--- src/rtl/pipeline_pkg.sv ---
// Shared constants and state encoding for the pipeline hazard controller.
package pipeline_pkg;

  localparam int REG_W = 6;
  localparam logic [31:0] SYSCALL_EXIT = 32'd10;
  localparam int REG_ZERO = 0;

  typedef enum logic {
    RUN  = 1'b0,
    HALT = 1'b1
  } ctrl_state_t;

endpackage

--- src/rtl/hazard_ctrl_if.sv ---
// ID/EX observation signals and PC/IF_ID/ID_EX control lines of the hazard controller.
interface hazard_ctrl_if #(
  parameter int REG_W  = pipeline_pkg::REG_W,
  parameter int DATA_W = 32
);

  logic [REG_W-1:0]  id_r1_num;
  logic [REG_W-1:0]  id_r2_num;
  logic              id_r1_used;
  logic              id_r2_used;
  logic              ex_ld;
  logic              ex_regwrite;
  logic [REG_W-1:0]  ex_write;
  logic              ex_jump;
  logic              ex_br_taken;
  logic              ex_syscall;
  logic [DATA_W-1:0] ex_v0;

  logic              pc_en;
  logic              ifid_en;
  logic              ifid_zero;
  logic              idex_en;
  logic              idex_zero;

  // The pipeline datapath is the master; the hazard controller is the slave.
  modport master (
    output id_r1_num, id_r2_num, id_r1_used, id_r2_used,
    output ex_ld, ex_regwrite, ex_write, ex_jump, ex_br_taken,
    output ex_syscall, ex_v0,
    input  pc_en, ifid_en, ifid_zero, idex_en, idex_zero
  );

  modport slave (
    input  id_r1_num, id_r2_num, id_r1_used, id_r2_used,
    input  ex_ld, ex_regwrite, ex_write, ex_jump, ex_br_taken,
    input  ex_syscall, ex_v0,
    output pc_en, ifid_en, ifid_zero, idex_en, idex_zero
  );

endinterface

--- src/rtl/perf_counters.sv ---
// Four wrapping event counters with increment strobes, a freeze input and async clear.
module perf_counters #(
  parameter int COUNT_W = 32
) (
  input  logic               clk,
  input  logic               rst,
  input  logic               freeze,
  input  logic               inc_cyc,
  input  logic               inc_jmp,
  input  logic               inc_br,
  input  logic               inc_lu,
  output logic [COUNT_W-1:0] cyc_cnt,
  output logic [COUNT_W-1:0] jmp_cnt,
  output logic [COUNT_W-1:0] br_cnt,
  output logic [COUNT_W-1:0] lu_cnt
);

  localparam logic [COUNT_W-1:0] ONE = COUNT_W'(1);

  always_ff @(posedge clk or posedge rst) begin
    if (rst) begin
      cyc_cnt <= '0;
      jmp_cnt <= '0;
      br_cnt  <= '0;
      lu_cnt  <= '0;
    end else if (!freeze) begin
      if (inc_cyc) cyc_cnt <= cyc_cnt + ONE;
      if (inc_jmp) jmp_cnt <= jmp_cnt + ONE;
      if (inc_br)  br_cnt  <= br_cnt + ONE;
      if (inc_lu)  lu_cnt  <= lu_cnt + ONE;
    end
  end

endmodule

--- src/rtl/hazard_ctrl.sv ---
// Pipeline hazard controller: load-use stalls, branch/jump squash, syscall-exit halt
// with resume, and performance counters.
module hazard_ctrl
  import pipeline_pkg::*;
#(
  parameter int REG_W   = pipeline_pkg::REG_W,
  parameter int DATA_W  = 32,
  parameter int COUNT_W = 32
) (
  input  logic               clk,
  input  logic               rst,
  hazard_ctrl_if.slave       bus,
  input  logic               go,
  output logic               halted,
  output logic [COUNT_W-1:0] cyc_cnt,
  output logic [COUNT_W-1:0] jmp_cnt,
  output logic [COUNT_W-1:0] br_cnt,
  output logic [COUNT_W-1:0] lu_cnt
);

  ctrl_state_t state;
  logic        redirect;
  logic        exit_req;
  logic        lu;
  logic        lu_sel;
  logic        r1_hit;
  logic        r2_hit;

  assign redirect = bus.ex_jump | bus.ex_br_taken;
  assign exit_req = bus.ex_syscall & (bus.ex_v0 == DATA_W'(SYSCALL_EXIT));
  assign r1_hit   = bus.id_r1_used & (bus.id_r1_num == bus.ex_write);
  assign r2_hit   = bus.id_r2_used & (bus.id_r2_num == bus.ex_write);
  assign lu       = bus.ex_ld & bus.ex_regwrite &
                    (bus.ex_write != REG_W'(REG_ZERO)) & (r1_hit | r2_hit);
  // A redirect squashes the ID instruction, so its hazard is irrelevant.
  assign lu_sel   = (state == RUN) & ~redirect & ~exit_req & lu;

  always_ff @(posedge clk or posedge rst) begin
    if (rst) begin
      state <= RUN;
    end else begin
      case (state)
        RUN:     if (exit_req && !redirect) state <= HALT;
        HALT:    if (go) state <= RUN;
        default: state <= RUN;
      endcase
    end
  end

  always_comb begin
    bus.pc_en     = 1'b1;
    bus.ifid_en   = 1'b1;
    bus.ifid_zero = 1'b0;
    bus.idex_en   = 1'b1;
    bus.idex_zero = 1'b0;
    halted        = 1'b0;
    if (rst) begin
      bus.pc_en     = 1'b0;
      bus.ifid_en   = 1'b0;
      bus.idex_en   = 1'b0;
      bus.ifid_zero = 1'b1;
      bus.idex_zero = 1'b1;
    end else if (state == HALT) begin
      bus.pc_en   = 1'b0;
      bus.ifid_en = 1'b0;
      bus.idex_en = 1'b0;
      halted      = 1'b1;
    end else if (redirect) begin
      bus.ifid_zero = 1'b1;
      bus.idex_zero = 1'b1;
    end else if (exit_req || lu) begin
      // Hold PC and IF_ID, push a bubble into EX.
      bus.pc_en     = 1'b0;
      bus.ifid_en   = 1'b0;
      bus.idex_zero = 1'b1;
    end
  end

  perf_counters #(
    .COUNT_W (COUNT_W)
  ) u_counters (
    .clk     (clk),
    .rst     (rst),
    .freeze  (state == HALT),
    .inc_cyc (1'b1),
    .inc_jmp (bus.ex_jump),
    .inc_br  (bus.ex_br_taken & ~bus.ex_jump),
    .inc_lu  (lu_sel),
    .cyc_cnt (cyc_cnt),
    .jmp_cnt (jmp_cnt),
    .br_cnt  (br_cnt),
    .lu_cnt  (lu_cnt)
  );

endmodule
--- src/flat_wrapper.sv ---
// flat-port wrapper written by rule: the top's interface ports become plain ports
module hazard_ctrl_flat import pipeline_pkg::*;
#(
  parameter int REG_W   = pipeline_pkg::REG_W,
  parameter int DATA_W  = 32,
  parameter int COUNT_W = 32
)
  (clk, rst, go, halted, cyc_cnt, jmp_cnt, br_cnt, lu_cnt, bus_id_r1_num, bus_id_r2_num, bus_id_r1_used, bus_id_r2_used, bus_ex_ld, bus_ex_regwrite, bus_ex_write, bus_ex_jump, bus_ex_br_taken, bus_ex_syscall, bus_ex_v0, bus_pc_en, bus_ifid_en, bus_ifid_zero, bus_idex_en, bus_idex_zero);
  hazard_ctrl_if #(.REG_W(REG_W), .DATA_W(DATA_W)) bus_i ();
  input  logic clk;
  input  logic rst;
  input  logic go;
  output logic halted;
  output logic [COUNT_W-1:0] cyc_cnt;
  output logic [COUNT_W-1:0] jmp_cnt;
  output logic [COUNT_W-1:0] br_cnt;
  output logic [COUNT_W-1:0] lu_cnt;
  input wire logic [$bits(bus_i.id_r1_num)-1:0] bus_id_r1_num;
  input wire logic [$bits(bus_i.id_r2_num)-1:0] bus_id_r2_num;
  input wire logic [$bits(bus_i.id_r1_used)-1:0] bus_id_r1_used;
  input wire logic [$bits(bus_i.id_r2_used)-1:0] bus_id_r2_used;
  input wire logic [$bits(bus_i.ex_ld)-1:0] bus_ex_ld;
  input wire logic [$bits(bus_i.ex_regwrite)-1:0] bus_ex_regwrite;
  input wire logic [$bits(bus_i.ex_write)-1:0] bus_ex_write;
  input wire logic [$bits(bus_i.ex_jump)-1:0] bus_ex_jump;
  input wire logic [$bits(bus_i.ex_br_taken)-1:0] bus_ex_br_taken;
  input wire logic [$bits(bus_i.ex_syscall)-1:0] bus_ex_syscall;
  input wire logic [$bits(bus_i.ex_v0)-1:0] bus_ex_v0;
  output wire logic [$bits(bus_i.pc_en)-1:0] bus_pc_en;
  output wire logic [$bits(bus_i.ifid_en)-1:0] bus_ifid_en;
  output wire logic [$bits(bus_i.ifid_zero)-1:0] bus_ifid_zero;
  output wire logic [$bits(bus_i.idex_en)-1:0] bus_idex_en;
  output wire logic [$bits(bus_i.idex_zero)-1:0] bus_idex_zero;
  assign bus_i.id_r1_num = bus_id_r1_num;
  assign bus_i.id_r2_num = bus_id_r2_num;
  assign bus_i.id_r1_used = bus_id_r1_used;
  assign bus_i.id_r2_used = bus_id_r2_used;
  assign bus_i.ex_ld = bus_ex_ld;
  assign bus_i.ex_regwrite = bus_ex_regwrite;
  assign bus_i.ex_write = bus_ex_write;
  assign bus_i.ex_jump = bus_ex_jump;
  assign bus_i.ex_br_taken = bus_ex_br_taken;
  assign bus_i.ex_syscall = bus_ex_syscall;
  assign bus_i.ex_v0 = bus_ex_v0;
  assign bus_pc_en = bus_i.pc_en;
  assign bus_ifid_en = bus_i.ifid_en;
  assign bus_ifid_zero = bus_i.ifid_zero;
  assign bus_idex_en = bus_i.idex_en;
  assign bus_idex_zero = bus_i.idex_zero;
  hazard_ctrl #(.REG_W(REG_W), .DATA_W(DATA_W), .COUNT_W(COUNT_W)) u_core (.clk(clk), .rst(rst), .bus(bus_i), .go(go), .halted(halted), .cyc_cnt(cyc_cnt), .jmp_cnt(jmp_cnt), .br_cnt(br_cnt), .lu_cnt(lu_cnt));
endmodule
--- config.mk ---
export PLATFORM = sky130hd
export DESIGN_NAME = hazard_ctrl_flat
export DESIGN_NICKNAME = d
export VERILOG_FILES = /design/src/rtl/pipeline_pkg.sv /design/src/rtl/hazard_ctrl_if.sv /design/src/rtl/perf_counters.sv /design/src/rtl/hazard_ctrl.sv /design/src/flat_wrapper.sv
export SDC_FILE = /design/constraint.sdc
export NUM_CORES = 1
export LEC_CHECK = 0
export ABC_CLOCK_PERIOD_IN_PS = 5600
export BUFFER_PORTS_ARGS = -buffer_cell sky130_fd_sc_hd__clkbuf_2
export CAP_MARGIN = 20
export CELL_PAD_IN_SITES_DETAIL_PLACEMENT = 1
export CELL_PAD_IN_SITES_GLOBAL_PLACEMENT = 1
export CORE_MARGIN = 2
export CORE_UTILIZATION = 35
export DETAILED_ROUTE_END_ITERATION = 7
export GPL_ROUTABILITY_DRIVEN = 0
export GPL_TIMING_DRIVEN = 0
export PLACE_DENSITY = 0.87
export SLEW_MARGIN = 5
export SYNTH_ARGS = -nofsm -noshare
export SYNTH_HDL_FRONTEND = slang
export SYNTH_SLANG_ARGS = --single-unit
--- constraint.sdc ---
create_clock -name clk -period 5.6 [get_ports clk]
set_input_delay 1.4 -clock clk [delete_from_list [all_inputs] [get_ports clk]]
set_output_delay 1.4 -clock clk [all_outputs]
set_load 0.005 [all_outputs]
==> impl_metrics.json <==
{
  "dieArea_um2": 18260,
  "seq_area_um2": 3228,
  "outcome": "finished clean",
  "finalMaxSlewViolations": 0,
  "final_util_pct": 48.09,
  "skew_ns": 0.008748,
  "hold_viol": 0,
  "area_growth_syn_to_layout_pct": 33.42,
  "cts_hold_buffers": 0,
  "clkLatencyLatePin_ns": 0.41,
  "crit_top_cell": "clkbuf_2",
  "powerDensity_nw_per_um2": 315.9,
  "yosys.area.top_type": "dfrtp_1",
  "total_power_mw": 2.537,
  "end_kind": "output port",
  "cts-buffers-inserted": 17,
  "drc_errors": 0,
  "cp.required_ns": 4.20,
  "setup_violations": 0,
  "grt_usage_pct": 19.59,
  "period_share_pct": 82.78,
  "die_x_um": 135.1,
  "wl_um": 17260,
  "vias_per_cell": 4.988,
  "ys_types": 44,
  "grt_antenna_before_repair": 0,
  "clk_pin_slew_ns": 0.06,
  "ys_top_cells_by_area": "dfrtp_1, xnor2_1, xor2_1",
  "fmax_mhz": 215.7,
  "clockBufferDepth": 2,
  "fin_cells": 999,
  "yosysWarnings": 0,
  "cp_top_family": "simple AND/OR/NAND/NOR gates",
  "cp_num_buf_inv": 4,
  "num_antenna_cells": 0,
  "setup_tns_ns": 0,
  "mappedNetlistArea_um2": 6020,
  "core-area_um2": 16700,
  "layout-drive-gt1-share_pct": 31.58,
  "p_leak_nw": 4.010,
  "syn_inst": 550,
  "htreeDepth": 4,
  "wl_per_cell_um": 17.28,
  "cp.arrival_ns": 3.24,
  "io_pins": 194,
  "dp_hpwl_um": 12790,
  "path_max_fanout": 5,
  "peakVddDrop_v": 0.0002017,
  "antenna_left": 0,
  "multiInputGateArea_um2": 2690,
  "cts_tree": "built",
  "num-fill-cells": 1926,
  "synth_area_per_cell_um2": 10.94,
  "num_vias": 4983,
  "critPathKind": "input port to output port",
  "synth_nets": 614,
  "rsz0062_at_grt": "false",
  "cp_cell_sequence": "clkbuf_2 > nor4b_1 > nand4_1 > or4_1 > clkbuf_1 > nand2_1 > a21boi_0 > buf_4 > clkbuf_2",
  "drtIter0Drc": 172,
  "die_h_um": 135.1,
  "drv_cap": 0,
  "cts_sinks": 129,
  "min_path_type": "register to register",
  "root_buffer": "clkbuf_16",
  "grt_pass1_vias": 5364,
  "worst_slew_pin_slew_ns": 0.5383,
  "dp_cells": 967,
  "synth_common_cells": "dfrtp_1, xnor2_1, nand2_1",
  "synth_edf_count": 0,
  "async_flop_share_pct": 100.0,
  "postCtsSetupBuffers": 0,
  "initial_utilization_pct": 36.04,
  "yosysTopAreaCellShare_pct": 53.63,
  "yosys_register_bits": 129,
  "portBuffers": 193,
  "finalCriticalPeriod_ns": 4.636,
  "worst_path_max_delay_cell": "or4_1",
  "ys.flop_type": "dfrtp_1",
  "drtPass1Iterations": 6,
  "grt_max_degree": 36,
  "cts_resized": 0,
  "grt_first_pass_wirelength_um": 28060,
  "synth_most_common_cell": "dfrtp_1",
  "overflow": 0,
  "nets": 830,
  "max-slew-margin-rel_pct": 63.95,
  "max_stage_delay_ns": 0.54,
  "rows": 47,
  "critPathLaunchType": "input port",
  "seq_area_frac_synth_pct": 53.63
}
power by group:
group	switching, mW	internal (mW)
logic	0.109	0.107
registers	0.0635	0.978
clock network	0.408	0.871
total	0.581	1.96
path summary, 6_finish.rpt:
check                                                           from  depth (start not counted)  slack [ns]                                         to
max                                                     bus_ex_v0[2]                          9        0.96                                  bus_pc_en
min                        u_core.u_counters.cyc_cnt[31]$_DFFE_PP0N_                          1        0.48  u_core.u_counters.cyc_cnt[31]$_DFFE_PP0N_
max reg2reg                                   u_core.state$_DFF_PP0_                          6        3.28   u_core.u_counters.br_cnt[31]$_DFFE_PP0P_
min reg2reg                u_core.u_counters.cyc_cnt[31]$_DFFE_PP0N_                          1        0.48  u_core.u_counters.cyc_cnt[31]$_DFFE_PP0N_
max in group asynchronous                                        rst                          4        3.93   u_core.u_counters.jmp_cnt[4]$_DFFE_PP0P_
min in group asynchronous                                        rst                          2        1.00   u_core.u_counters.lu_cnt[11]$_DFFE_PP0P_
sequential cells by signal, summed over array words and instances (netlist names):
register and flops:
u_core.state 1, u_core.u_counters.br_cnt 32, u_core.u_counters.cyc_cnt 32, u_core.u_counters.jmp_cnt 32, u_core.u_counters.lu_cnt 32
metal layers:
metal / vias up / global-route usage, % / wire length, um
li1: 2315 / - / -
met1: 2517 / 23.41 / 7132
met2: 120 / 33.81 / 8962
met3: 31 / 5.612 / 856
met4: 0 / 6.887 / 311
met5: - / 0 / 0
metrics by stage:
step                area, um^2  hold slack, ns  worst slack [ns]
floorplan                 6023          0.4647            0.6193
global placement          7264          0.4561           -0.5175
detailed placement        7352          0.4685            0.9847
CTS                       8031          0.4828            0.9656
global route              8031          0.4986            0.8361
finish                    8031          0.4755            0.9644
worst reg2reg max path, stage by stage (launching register included):
cell	delay (ns)
dfrtp_1	0.47
nor3b_2	0.52
nand4_1	0.28
nor2_2	0.39
nand2_1	0.19
nor2_1	0.21
xor2_1	0.18
cell type report:
cell class	instances	area share [%]
Sequential cell	129	40.19
Multi-Input combinational cell	397	33.49
Tap cell	220	3.427
Clock buffer	23	5.951
Buffer	6	0.4206
Timing Repair Buffer	197	13.12
Inverter	18	0.8880
Clock inverter	9	2.508
cell families after synthesis:
family	after synthesis	share of synthesized area (%)
xor+xnor	136	19.79
compound gates	6	0.8730
mux	4	0.7482
buf+inv	24	1.684
simple gates	247	22.45
flops	129	53.63
fa+ha+maj	4	0.8315
cells in the final DEF (no fill, tap or decap), drive strengths merged, types with 2 or more instances in the layout:
cell	netlist	final
mux2	4	4
clkinv	0	2
or4	3	3
and4	8	8
nand3	40	40
nor3b	3	3
dfrtp	129	129
and3	14	14
inv	18	17
clkbuf	4	220
xnor2	94	94
nand2b	5	5
bufinv	0	6
clkinvlp	0	2
xor2	42	42
or2	2	2
nor2b	2	2
nor4	11	11
buf	2	6
nor2	48	48
ha	4	4
nor3	16	16
nand4b	3	3
nand4	37	37
nand2	49	49
Note: power is estimated with default switching activity, not from simulation.
